<file path="config.mk">
export PLATFORM = sky130hd
export DESIGN_NAME = cache_ctrl
export DESIGN_NICKNAME = d
export VERILOG_FILES = /design/src/rtl/cache_ctrl.sv
export SDC_FILE = /design/constraint.sdc
export NUM_CORES = 1
export LEC_CHECK = 0
export CORE_AREA = 2 2 127 92
export DETAILED_ROUTE_END_ITERATION = 8
export DIE_AREA = 0 0 129 94
export DONT_BUFFER_PORTS = 1
export MAX_ROUTING_LAYER = met4
export PLACE_DENSITY = 0.53
export SKIP_LAST_GASP = 1
export SYNTH_ARGS = -nofsm -noshare
export SYNTH_HDL_FRONTEND = slang
export SYNTH_SLANG_ARGS = --single-unit
export TNS_END_PERCENT = 5
</file>
<file path="constraint.sdc">
create_clock -name clk -period 3.8 [get_ports clk]
set_input_delay 1.14 -clock clk [delete_from_list [all_inputs] [get_ports clk]]
set_output_delay 1.14 -clock clk [all_outputs]
set_load 0.02 [all_outputs]
</file>
<file path="src/rtl/cache_ctrl.sv">
// cache_ctrl: CPU-side controller for a 128-byte direct-mapped cache in front of
// a handshaked main memory. Reads look up the cache and, on a miss, fetch the
// byte from memory and fill the cache. Writes are write-through and
// write-allocate: memory first, then a cache fill. A per-access wait counter
// aborts memory accesses that exceed TIMEOUT cycles.
// Optional feature: define CACHE_CTRL_STATS_EN to add the hit_cnt/miss_cnt
// statistics outputs.
module cache_ctrl #(
    parameter int unsigned TIMEOUT = 255
) (
    input  logic        clk,
    input  logic        rst,
    input  logic        cpu_req,
    input  logic        cpu_we,
    input  logic [15:0] cpu_addr,
    input  logic [7:0]  cpu_wdata,
    output logic [7:0]  cpu_rdata,
    output logic        cpu_ack,
    output logic        cpu_err,
    output logic [15:0] cache_addr,
    output logic        cache_w_rd,
    output logic [7:0]  cache_wdata,
    input  logic [7:0]  cache_rdata,
    input  logic        cache_hit,
    output logic        mem_req,
    output logic        mem_we,
    output logic [15:0] mem_addr,
    output logic [7:0]  mem_wdata,
    input  logic [7:0]  mem_rdata,
    input  logic        mem_ack
`ifdef CACHE_CTRL_STATS_EN
    ,
    output logic [15:0] hit_cnt,
    output logic [15:0] miss_cnt
`endif
);

    localparam int unsigned ADDR_W = 16;
    localparam int unsigned DATA_W = 8;
    localparam int unsigned WAIT_W = (TIMEOUT < 2) ? 1 : $clog2(TIMEOUT + 1);

    typedef enum logic [2:0] {
        IDLE   = 3'd0,
        LOOKUP = 3'd1,
        CHECK  = 3'd2,
        MEM_RD = 3'd3,
        MEM_WR = 3'd4,
        FILL   = 3'd5,
        DONE   = 3'd6
    } state_t;

    state_t              r_state;
    state_t              w_state_nx;

    // Latched request and captured data
    logic [ADDR_W-1:0]   r_addr;
    logic                r_we;
    logic [DATA_W-1:0]   r_wdata;
    logic [DATA_W-1:0]   r_data;
    logic [WAIT_W-1:0]   r_wait;
    logic [ADDR_W-1:0]   w_addr_nx;
    logic                w_we_nx;
    logic [DATA_W-1:0]   w_wdata_nx;
    logic [DATA_W-1:0]   w_data_nx;
    logic [WAIT_W-1:0]   w_wait_nx;
    logic [WAIT_W-1:0]   w_wait_inc;
    logic                w_timeout;

    // Registered outputs and their next values
    logic [DATA_W-1:0]   r_cpu_rdata;
    logic                r_cpu_ack;
    logic                r_cpu_err;
    logic [ADDR_W-1:0]   r_cache_addr;
    logic                r_cache_w_rd;
    logic [DATA_W-1:0]   r_cache_wdata;
    logic                r_mem_req;
    logic                r_mem_we;
    logic [ADDR_W-1:0]   r_mem_addr;
    logic [DATA_W-1:0]   r_mem_wdata;
    logic [DATA_W-1:0]   w_cpu_rdata_nx;
    logic                w_cpu_ack_nx;
    logic [ADDR_W-1:0]   w_cache_addr_nx;
    logic                w_cache_w_rd_nx;
    logic [DATA_W-1:0]   w_cache_wdata_nx;
    logic                w_mem_req_nx;
    logic                w_mem_we_nx;
    logic [ADDR_W-1:0]   w_mem_addr_nx;
    logic [DATA_W-1:0]   w_mem_wdata_nx;

    assign w_wait_inc = r_wait + WAIT_W'(1);

    // Next-state, latch/capture and next-output logic
    always_comb begin
        w_state_nx = r_state;
        w_addr_nx  = r_addr;
        w_we_nx    = r_we;
        w_wdata_nx = r_wdata;
        w_data_nx  = r_data;
        w_wait_nx  = r_wait;
        w_timeout  = 1'b0;

        case (r_state)
            IDLE: begin
                w_wait_nx = '0;
                if (cpu_req) begin
                    w_addr_nx  = cpu_addr;
                    w_we_nx    = cpu_we;
                    w_wdata_nx = cpu_wdata;
                    w_data_nx  = '0;
                    w_state_nx = cpu_we ? MEM_WR : LOOKUP;
                end
            end
            LOOKUP: w_state_nx = CHECK;
            CHECK: begin
                if (cache_hit) begin
                    w_data_nx  = cache_rdata;
                    w_state_nx = DONE;
                end else begin
                    w_state_nx = MEM_RD;
                end
            end
            MEM_RD, MEM_WR: begin
                w_wait_nx = w_wait_inc;
                if (mem_ack) begin
                    // Fill data: fetched byte on a read, the CPU byte on a write
                    w_data_nx  = (r_state == MEM_RD) ? mem_rdata : r_wdata;
                    w_state_nx = FILL;
                end else if (w_wait_inc == WAIT_W'(TIMEOUT)) begin
                    w_timeout  = 1'b1;
                    w_state_nx = DONE;
                end
            end
            FILL: w_state_nx = DONE;
            DONE: w_state_nx = IDLE;
            default: w_state_nx = IDLE;
        endcase

        w_cache_w_rd_nx  = (w_state_nx == FILL);
        w_cache_addr_nx  = r_cache_addr;
        w_cache_wdata_nx = r_cache_wdata;
        if (w_state_nx == LOOKUP || w_state_nx == FILL) begin
            w_cache_addr_nx = w_addr_nx;
        end
        if (w_state_nx == FILL) begin
            w_cache_wdata_nx = w_data_nx;
        end

        w_mem_req_nx   = (w_state_nx == MEM_RD) || (w_state_nx == MEM_WR);
        w_mem_we_nx    = (w_state_nx == MEM_WR);
        w_mem_addr_nx  = r_mem_addr;
        w_mem_wdata_nx = r_mem_wdata;
        if (w_mem_req_nx) begin
            w_mem_addr_nx = w_addr_nx;
        end
        if (w_state_nx == MEM_WR) begin
            w_mem_wdata_nx = w_wdata_nx;
        end

        w_cpu_ack_nx   = (w_state_nx == DONE);
        w_cpu_rdata_nx = '0;
        if (w_state_nx == DONE && !w_we_nx && !w_timeout) begin
            w_cpu_rdata_nx = w_data_nx;
        end
    end

    // State, request context and registered outputs
    always_ff @(posedge clk or posedge rst) begin
        if (rst) begin
            r_state       <= IDLE;
            r_addr        <= '0;
            r_we          <= 1'b0;
            r_wdata       <= '0;
            r_data        <= '0;
            r_wait        <= '0;
            r_cpu_rdata   <= '0;
            r_cpu_ack     <= 1'b0;
            r_cpu_err     <= 1'b0;
            r_cache_addr  <= '0;
            r_cache_w_rd  <= 1'b0;
            r_cache_wdata <= '0;
            r_mem_req     <= 1'b0;
            r_mem_we      <= 1'b0;
            r_mem_addr    <= '0;
            r_mem_wdata   <= '0;
        end else begin
            r_state       <= w_state_nx;
            r_addr        <= w_addr_nx;
            r_we          <= w_we_nx;
            r_wdata       <= w_wdata_nx;
            r_data        <= w_data_nx;
            r_wait        <= w_wait_nx;
            r_cpu_rdata   <= w_cpu_rdata_nx;
            r_cpu_ack     <= w_cpu_ack_nx;
            r_cpu_err     <= w_timeout;
            r_cache_addr  <= w_cache_addr_nx;
            r_cache_w_rd  <= w_cache_w_rd_nx;
            r_cache_wdata <= w_cache_wdata_nx;
            r_mem_req     <= w_mem_req_nx;
            r_mem_we      <= w_mem_we_nx;
            r_mem_addr    <= w_mem_addr_nx;
            r_mem_wdata   <= w_mem_wdata_nx;
        end
    end

    assign cpu_rdata   = r_cpu_rdata;
    assign cpu_ack     = r_cpu_ack;
    assign cpu_err     = r_cpu_err;
    assign cache_addr  = r_cache_addr;
    assign cache_w_rd  = r_cache_w_rd;
    assign cache_wdata = r_cache_wdata;
    assign mem_req     = r_mem_req;
    assign mem_we      = r_mem_we;
    assign mem_addr    = r_mem_addr;
    assign mem_wdata   = r_mem_wdata;

`ifdef CACHE_CTRL_STATS_EN
    logic [15:0] r_hit_cnt;
    logic [15:0] r_miss_cnt;

    // Saturating hit/miss counters, updated on the CHECK decision
    always_ff @(posedge clk or posedge rst) begin
        if (rst) begin
            r_hit_cnt  <= '0;
            r_miss_cnt <= '0;
        end else if (r_state == CHECK) begin
            if (cache_hit && r_hit_cnt != 16'hFFFF) begin
                r_hit_cnt <= r_hit_cnt + 16'(1);
            end
            if (!cache_hit && r_miss_cnt != 16'hFFFF) begin
                r_miss_cnt <= r_miss_cnt + 16'(1);
            end
        end
    end

    assign hit_cnt  = r_hit_cnt;
    assign miss_cnt = r_miss_cnt;
`endif

endmodule
</file>
==> results of run 1 <==
[kinds of logic after synthesis]
family	Yosys count	share of synthesized area (%)
buffers and inverters	25	2.97
AND/OR/NAND/NOR	149	15.3
adder cells (fa/ha/maj)	2	0.582
AO/OA/AOI/OAI	71	12.3
XOR/XNOR	2	0.407
flip-flops	105	61.1
multiplexers	25	7.30
[how the worst max path moves through the flow]
stage,startpoint,cells after the start,slack (ps),to
after global routing,r_state[1],7,830,mem_addr[12]
after detailed placement,cpu_req,7,620,mem_addr[12]
final,cpu_req,7,1000,mem_addr[8]
after floorplan,mem_ack,8,740,mem_addr[10]
after global placement,cpu_req,7,650,mem_addr[8]
after CTS,cpu_req,7,990,mem_addr[8]
[Yosys cell counts, drive strengths merged (2+ instances only)]
library cell    n  share of area [%]
a21o            9                1.6
buf             6                1.3
ha              2               0.58
nand2          86                7.5
a22oi           9                1.9
a31oi          17                2.5
nand3           3               0.35
nor2           33                2.9
and2            2               0.32
o211ai          2               0.35
dfrtp         105                 61
nor2b          11                1.6
nand2b          2               0.29
mux2           24                7.1
a211oi          2               0.47
o21ai          11                1.3
nor3b           2               0.35
a221o           8                1.9
a21oi           5               0.58
inv             7               0.61
clkbuf         11               0.96
[final cells by class]
type	count	area share, %
timing repair buffer	9	1.68
multi-input combinational	249	32.6
inverter	8	0.708
clock buffer	11	5.09
tap	153	4.01
clock inverter	5	0.787
sequential	105	55.1
[worst max-delay path: stages]
cell and delay, ps:
or4b_4 440, o211a_1 230, o21ai_0 120, a211oi_2 140, a22oi_4 410, buf_4 240
mux2_4 300
[power groups by stage]
stage / registers [mW] / logic (mW) / clock network [mW]
floorplan: 2.14 / 1.27 / 0
global placement: 2.28 / 1.45 / 0
detailed placement: 2.29 / 1.48 / 0
CTS: 2.27 / 1.49 / 0.906
global route: 2.33 / 1.65 / 0.943
finish: 2.26 / 1.47 / 0.880
[sequential cells by signal, summed over array words and instances (netlist names)]
signal,count
cache_addr,16
cache_w_rd,1
cache_wdata,8
cpu_ack,1
cpu_err,1
cpu_rdata,8
mem_addr,16
mem_req,1
mem_wdata,8
mem_we,1
r_addr,16
r_data,8
r_state,3
r_wait,8
r_wdata,8
r_we,1
[through the flow]
stage	instances	util, %	cell area [um^2]	setup WS (ps)	hold slack, ps
final	540	43.9	4770	999	491
after global routing	540	43.9	4770	834	517
after CTS	540	43.9	4770	991	496
after detailed placement	524	41.4	4490	622	477
after global placement	524	41.4	4490	652	471
after floorplan	379	-	4310	741	434
[per-layer routing]
layer / part of all wire [%] / up-vias / global-route usage [%] / routed length, um
met5: 0 / - / - / 0
met3: 5.7 / 10 / 4.90 / 555
met4: 0.89 / 0 / 6.07 / 87
li1: - / 1313 / - / -
met2: 45 / 82 / 25.0 / 4370
met1: 49 / 1410 / 23.6 / 4760
==> results.py, run 1 <==
metrics = {
    "power_and_ir_drop": {
        "power_density_mw_per_mm2": 967,
        "p_int_mw": 2.74,
        "ir_drop_uv": 278,
        "power_mw": 4.61,
        "seqPwrFrac_pct": 49.1,
        "p_leak_nw": 2.28,
        "combinationalPowerShare_pct": 31.8,
        "power.share.clock_pct": 19.1,
        "power.net_switching_mw": 1.87,
        "swShare_pct": 40.6,
    },
    "logic_synthesis": {
        "ys_seq_area_share_pct": 61.1,
        "syn-cell-area_mm2": 0.00430,
        "syn-num-nets": 427,
        "synth_cell_type_count": 51,
        "syn_inst": 379,
        "ys_ff_latch": 105,
        "ys_warn_count": 0,
        "async_reset_ff_share_pct": 100,
        "synthFlopType": "dfrtp_1",
        "synth_edf_count": 0,
        "synth_area_per_cell_um2": 11.3,
    },
    "clock_tree": {
        "cts_buffers": 9,
        "root_buffer": "clkbuf_16",
        "clk_latency_ps": 340,
        "cts_resized": 0,
        "cts_buffer_depth": 2,
        "numClockSinks": 105,
        "cts_tree": "yes",
        "cts_hold_buffers": 0,
        "clk_pin_slew_ps": 70,
        "h-tree-depth": 3,
        "cts_setup_buffers": 0,
    },
    "critical_path": {
        "critPathMaxFanout": 10,
        "timing.rr.end": "mem_addr[8]",
        "rr_startpoint": "r_state[0]",
        "crit_type": "in2reg",
        "cp.arrival_ps": 3030,
        "startpoint_type": "input pin",
        "rr_worst_depth": 7,
        "worst_setup_path_end_kind": "flop",
        "rrSetupSlack_ps": 1020,
        "worst_ep_required_time_ps": 4030,
    },
    "drt": {
        "vias": 2815,
        "drc": 0,
        "firstDrtPassIters": 4,
        "ant_nets": 0,
        "first_iter_violations": 155,
        "vias_per_cell": 5.21,
        "finalWirelength_um": 9760,
        "routedWlPerCell_um": 18.1,
    },
    "floorplanning": {
        "start_util_pct": 39.6,
        "die_h_um": 94,
        "pin_count": 107,
        "rows": 32,
        "die-area_mm2": 0.0121,
        "die_width_um": 129,
        "core_mm2": 0.0109,
    },
    "timing": {
        "maxSlewHeadroom_pct": 49.1,
        "period_minus_slack_ps": 2800,
        "hold_violations": 0,
        "fin_crit_sh_pct": 73.7,
        "fin_tns_setup_ps": 0,
        "finalSetupViolations": 0,
        "slew_viol_final": 0,
        "grt_setup_unrepaired": "no",
        "clock.fmax_mhz": 357,
        "worst_slew_pin_slew_ps": 762,
        "fin_skew_ps": 6.97,
    },
    "place": {
        "io_buffer_count": 0,
        "hpwl_um": 6760,
        "gp_congestion": 0.792,
    },
    "layout": {
        "syn2layout_area_growth_pct": 10.8,
        "n_antenna_cell": 0,
        "final_common_cell": "dfrtp_1",
        "drive_above_1_share_pct": 15.0,
        "final_cell_mix": "dfrtp_1, nand2_1, nor2_1",
        "layout.area.seq_mm2": 0.00263,
        "fill_cells": 1009,
        "finalNetCount": 430,
        "multi_input_area_mm2": 0.00156,
    },
    "grt": {
        "grt_max_degree": 44,
        "grt_pass1_wl_um": 15500,
        "overflow": 0,
        "grt_antenna_before_repair": 0,
        "grt_pass1_vias": 2837,
        "grt_usage_pct": 17.3,
    },
    "job": {
        "max_cap_viol_count": 0,
    },
    "worst_hold_path": {
        "min-delay-start": "r_addr[1]",
        "hold_depth": 2,
        "hold_path.class": "reg2reg",
        "hold_end": "r_addr[1]",
    },
    "status": {
        "status": "finished clean",
    },
}
(Power assumes the default switching activity.)
==> run 2, diff against run 1 <==
==> constraint.sdc (replaced) <==
create_clock -name clk -period 2.55 [get_ports clk]
set_input_delay 0.765 -clock clk [delete_from_list [all_inputs] [get_ports clk]]
set_output_delay 0.765 -clock clk [all_outputs]
set_load 0.02 [all_outputs]
==> run 2 against run 1 <==
  * Die area did not move
  * Non-clock buffer count rose by 8
  * Design area rose by 2.7%
  * First-iteration DRC count rose by 5.2%
  * Global-route usage fell by 0.74 points
  * Final cell count rose by 1.5%
  * Register-to-register slack got worse by 860 ps
  * Clock skew barely moved
  * Via count rose by 0.71%
  * Largest cell class unchanged
==> results.py, run 2 (same netlist as run 1, synthesis figures left out) <==
metrics = {
    "power_and_ir_drop": {
        "power_mw": 7.02,
        "p_leak_nw": 2.35,
        "ir_drop_uv": 456,
        "power_density_mw_per_mm2": 1430,
    },
    "place": {
        "placed_cell_area_mm2": 0.00459,
        "gp_congestion": 0.818,
        "hpwl_um": 6350,
        "io_buffer_count": 0,
        "pre_cts_slack_ps": -25.3,
    },
    "critical_path": {
        "worstPathCellList": "inv_1 > ha_1 > nand4_1 > nor3_2 > o211ai_1 > and2_2 > a22oi_4 > buf_12 > mux2_2",
        "rr_worst_depth": 9,
        "critPathMaxFanout": 17,
        "worst_ep_required_time_ps": 2780,
        "crit_buf_inv": 2,
        "startpoint_type": "flop",
        "cp.arrival_ps": 2620,
        "slowest_delay_ps": 450,
        "worst_setup_path_end_kind": "flop",
        "crit_family": "simple AND/OR/NAND/NOR gates",
        "rrSetupSlack_ps": 160,
        "slowest_stage": "dfrtp_1",
        "path_depth": 9,
        "crit_type": "reg2reg",
        "timing.rr.end": "mem_addr[2]",
        "rr_startpoint": "r_wait[0]",
    },
    "clock_tree": {
        "clk_latency_ps": 340,
        "cts_tree": "yes",
        "cts_buffers": 9,
        "cts_setup_buffers": 0,
        "root_buffer": "clkbuf_16",
        "numClockSinks": 105,
        "clk_pin_slew_ps": 70,
        "cts_buffer_depth": 2,
        "h-tree-depth": 3,
    },
    "floorplanning": {
        "rows": 32,
        "die_h_um": 94,
        "die_width_um": 129,
        "start_util_pct": 39.6,
        "pin_count": 107,
        "core_mm2": 0.0109,
        "die-area_mm2": 0.0121,
    },
    "drt": {
        "drc": 0,
        "firstDrtPassIters": 4,
        "routedWlPerCell_um": 17.3,
        "vias": 2835,
        "finalWirelength_um": 9490,
        "first_iter_violations": 163,
        "vias_per_cell": 5.17,
        "ant_nets": 0,
    },
    "status": {
        "status": "finished clean",
    },
    "grt": {
        "grt_pass1_wl_um": 15000,
        "grt_pass1_vias": 2814,
        "grt_antenna_before_repair": 0,
        "grt_max_degree": 106,
        "grt_usage_pct": 16.6,
        "overflow": 0,
    },
    "timing": {
        "clock.fmax_mhz": 418,
        "period_minus_slack_ps": 2390,
        "fin_skew_ps": 7.32,
        "fin_crit_sh_pct": 93.7,
        "grt_setup_unrepaired": "yes",
        "setup_slack_ps": 160,
        "finalSetupViolations": 0,
        "maxSlewHeadroom_pct": 52.5,
        "worst_slew_pin_slew_ps": 712,
        "slew_viol_final": 0,
        "hold_violations": 0,
    },
    "layout": {
        "final_common_cell": "dfrtp_1",
        "finalNetCount": 438,
        "fill_cells": 1045,
        "syn2layout_area_growth_pct": 13.8,
        "n_antenna_cell": 0,
        "drive_above_1_share_pct": 17.5,
        "final_cell_mix": "dfrtp_1, nand2_1, nor2_1",
        "final_cell_area_mm2": 0.00489,
    },
    "job": {
        "max_cap_viol_count": 0,
    },
    "worst_hold_path": {
        "hold_path.class": "in2async",
    },
}
## run 2: cell types whose count changed in the layout (fill, tap and decap cells not counted), moves of 2 or more
cell      previous run  this run
buf_12               1         4
buf_4                8        13
clkinv_4             0         2
inv_6                2         0
## run 2: how the worst max path moves through the flow
stage / from / to
floorplan: mem_ack / mem_addr[10]
finish: r_wait[0] / mem_addr[2]
global route: r_wait[0] / mem_addr[2]
global placement: cpu_req / mem_addr[2]
CTS: r_wait[0] / mem_addr[2]
detailed placement: cpu_req / mem_addr[3]
## run 2: stage by stage
step | instances | utilization, % | TNS [ps] | hold WS (ps)
6_report | 548 | 45.1 | 0 | 405
4_1_cts | 548 | 44.9 | 0 | 475
3_5_place_dp | 532 | 42.3 | -146 | 461
2_1_floorplan | 379 | - | -1410 | 434
3_3_place_gp | 532 | 42.3 | 0 | 452
5_1_grt | 548 | 45.1 | -80.9 | 451
## run 2: power by group
group | internal, mW | switching (mW)
clock | 0.670 | 0.632
sequential | 2.37 | 0.942
combinational | 1.16 | 1.24
## run 2: timing repair
item | in CTS | in global routing
gates resized for setup | 0 | 3
hold buffers | 0 | 0
endpoints found under the setup margin | 0 | 24
## run 2: per-layer routing
layer | part of all wire, % | global-route usage (%) | up-vias
met1 | 49 | 22.7 | 1416
met4 | 0.98 | 4.89 | 0
li1 | - | - | 1336
met5 | 0 | - | -
met2 | 44 | 24.0 | 74
met3 | 5.2 | 4.95 | 9
## run 2: layout make-up
type | count | area [um^2] | share of cell area (%)
multi-input combinational | 249 | 1580 | 32.3
clock inverter | 7 | 58.8 | 1.20
timing repair buffer | 17 | 178 | 3.63
tap | 153 | 191 | 3.91
inverter | 8 | 33.8 | 0.690
clock buffer | 9 | 225 | 4.60
sequential | 105 | 2630 | 53.7
==> run 3, diff against run 2 <==
--- a/config.mk
+++ b/config.mk
@@ -11,7 +11,6 @@
 export DONT_BUFFER_PORTS = 1
 export MAX_ROUTING_LAYER = met4
 export PLACE_DENSITY = 0.53
-export SKIP_LAST_GASP = 1
 export SYNTH_ARGS = -nofsm -noshare
 export SYNTH_HDL_FRONTEND = slang
 export SYNTH_SLANG_ARGS = --single-unit
==> run 3 against run 2 <==
  * Fmax rose by 0.87%
  * Count of clock-buffer cells in the layout did not move
  * Power barely moved
  * Critical path depth did not move
  * Final cell count did not move
  * Global-route usage did not move
  * Utilization barely moved
  * Largest power group unchanged
  * Worst setup slack improved by 21 ps
  * First-iteration DRC count did not move
==> results.py, run 3 (same netlist as run 1, synthesis figures left out) <==
metrics = {
    "timing": {
        "period_minus_slack_ps": 2370,
        "whs_ps": 405,
        "slew_viol_final": 0,
        "maxSlewHeadroom_pct": 52.5,
        "fin_skew_ps": 7.32,
        "grt_setup_unrepaired": "no",
        "fin_crit_sh_pct": 92.9,
        "setup_slack_ps": 181,
        "worst_slew_pin_slew_ps": 712,
        "clock.fmax_mhz": 422,
        "finalSetupViolations": 0,
        "hold_violations": 0,
    },
    "drt": {
        "routedWlPerCell_um": 17.3,
        "first_iter_violations": 163,
        "drc": 0,
        "vias_per_cell": 5.17,
        "vias": 2835,
        "ant_nets": 0,
        "firstDrtPassIters": 4,
        "finalWirelength_um": 9490,
    },
    "clock_tree": {
        "cts_buffer_depth": 2,
        "h-tree-depth": 3,
        "cts_buffers": 9,
        "cts_resized": 0,
        "cts_hold_buffers": 0,
        "clk_latency_ps": 340,
        "root_buffer": "clkbuf_16",
        "numClockSinks": 105,
        "clk_pin_slew_ps": 70,
        "cts_setup_buffers": 0,
        "cts_tree": "yes",
    },
    "grt": {
        "grt_pass1_vias": 2814,
        "grt_max_degree": 106,
        "overflow": 0,
        "grt_usage_pct": 16.6,
        "grt_pass1_wl_um": 15000,
        "grt_antenna_before_repair": 0,
    },
    "floorplanning": {
        "die_width_um": 129,
        "core_mm2": 0.0109,
        "pin_count": 107,
        "rows": 32,
        "die_h_um": 94,
        "start_util_pct": 39.6,
        "die-area_mm2": 0.0121,
    },
    "power_and_ir_drop": {
        "ir_drop_uv": 456,
        "p_leak_nw": 2.35,
        "swShare_pct": 40.1,
        "power.share.clock_pct": 18.6,
        "p_int_mw": 4.21,
        "power.net_switching_mw": 2.82,
        "power_density_mw_per_mm2": 1430,
        "combinationalPowerShare_pct": 34.2,
        "seqPwrFrac_pct": 47.2,
    },
    "layout": {
        "finalNonFillerCells": 548,
        "final_core_util_pct": 45.1,
        "syn2layout_area_growth_pct": 13.8,
        "finalNetCount": 438,
        "drive_above_1_share_pct": 17.7,
        "final_cell_mix": "dfrtp_1, nand2_1, nor2_1",
        "final_common_cell": "dfrtp_1",
        "n_antenna_cell": 0,
    },
    "critical_path": {
        "worst_ep_required_time_ps": 2780,
        "critPathMaxFanout": 17,
        "cp.arrival_ps": 2600,
        "worst_setup_path_end_kind": "flop",
        "crit_type": "reg2reg",
        "startpoint_type": "flop",
    },
    "place": {
        "hpwl_um": 6350,
        "pre_cts_slack_ps": -25.3,
        "gp_congestion": 0.818,
        "dpl.cell_count": 532,
        "io_buffer_count": 0,
    },
    "worst_hold_path": {
        "hold_path.class": "in2async",
    },
    "job": {
        "max_cap_viol_count": 0,
    },
    "status": {
        "status": "finished clean",
    },
}
==> run 3: cell counts in the layout (fill, tap and decap cells not counted) <==
Identical to the previous run, type by type.
==> run 3: power groups by stage <==
stage	combinational [mW]	sequential (mW)	clock (mW)
3_3_place_gp	2.38	3.35	0
3_5_place_dp	2.42	3.36	0
5_1_grt	2.67	3.40	1.41
4_1_cts	2.43	3.33	1.35
6_report	2.40	3.32	1.30
2_1_floorplan	1.89	3.19	0
==> run 3: worst max-delay path, cell delays in order (launching register included) <==
cell	delay [ps]
dfrtp_2	450
inv_1	70
ha_1	140
nand4_1	180
nor3_2	290
o211ai_1	160
and2_2	230
a22oi_4	190
buf_12	200
mux2_2	350
==> run 3: final cells by class <==
cell class / instances / area (um^2)
fillers: 1046 / 5950
flip-flops and latches: 105 / 2630
multi-input cells: 249 / 1580
clock buffers: 9 / 225
well taps: 153 / 191
repair buffers: 17 / 178
clock inverters: 7 / 58.8
inverters: 8 / 33.8
==> run 3: path summary, 6_finish.rpt <==
path	start	to	slack (ps)	depth (start not counted)
max	r_wait[0]	mem_addr[2]	180	9
max in group asynchronous	rst	cpu_rdata[7]	1670	2
min in group clk	r_we	r_we	470	2
min reg2reg	r_we	r_we	470	2
max reg2reg	r_wait[0]	mem_addr[2]	180	9
min	rst	r_addr[15]	410	2
==> run 3: per-layer routing <==
layer / routed length, um / track usage (%) / part of all wire [%]
met2: 4220 / 24.0 / 44
met1: 4690 / 22.7 / 49
met3: 496 / 4.95 / 5.2
met5: 0 / - / 0
met4: 93 / 4.89 / 0.98
==> run 3: per-stage QoR <==
step	setup TNS (ps)	power, mW	cell area [um^2]
floorplan	-1410	5.08	4310
global placement	0	5.73	4590
detailed placement	-146	5.78	4590
CTS	0	7.11	4870
global route	0	7.48	4900
finish	0	7.02	4900
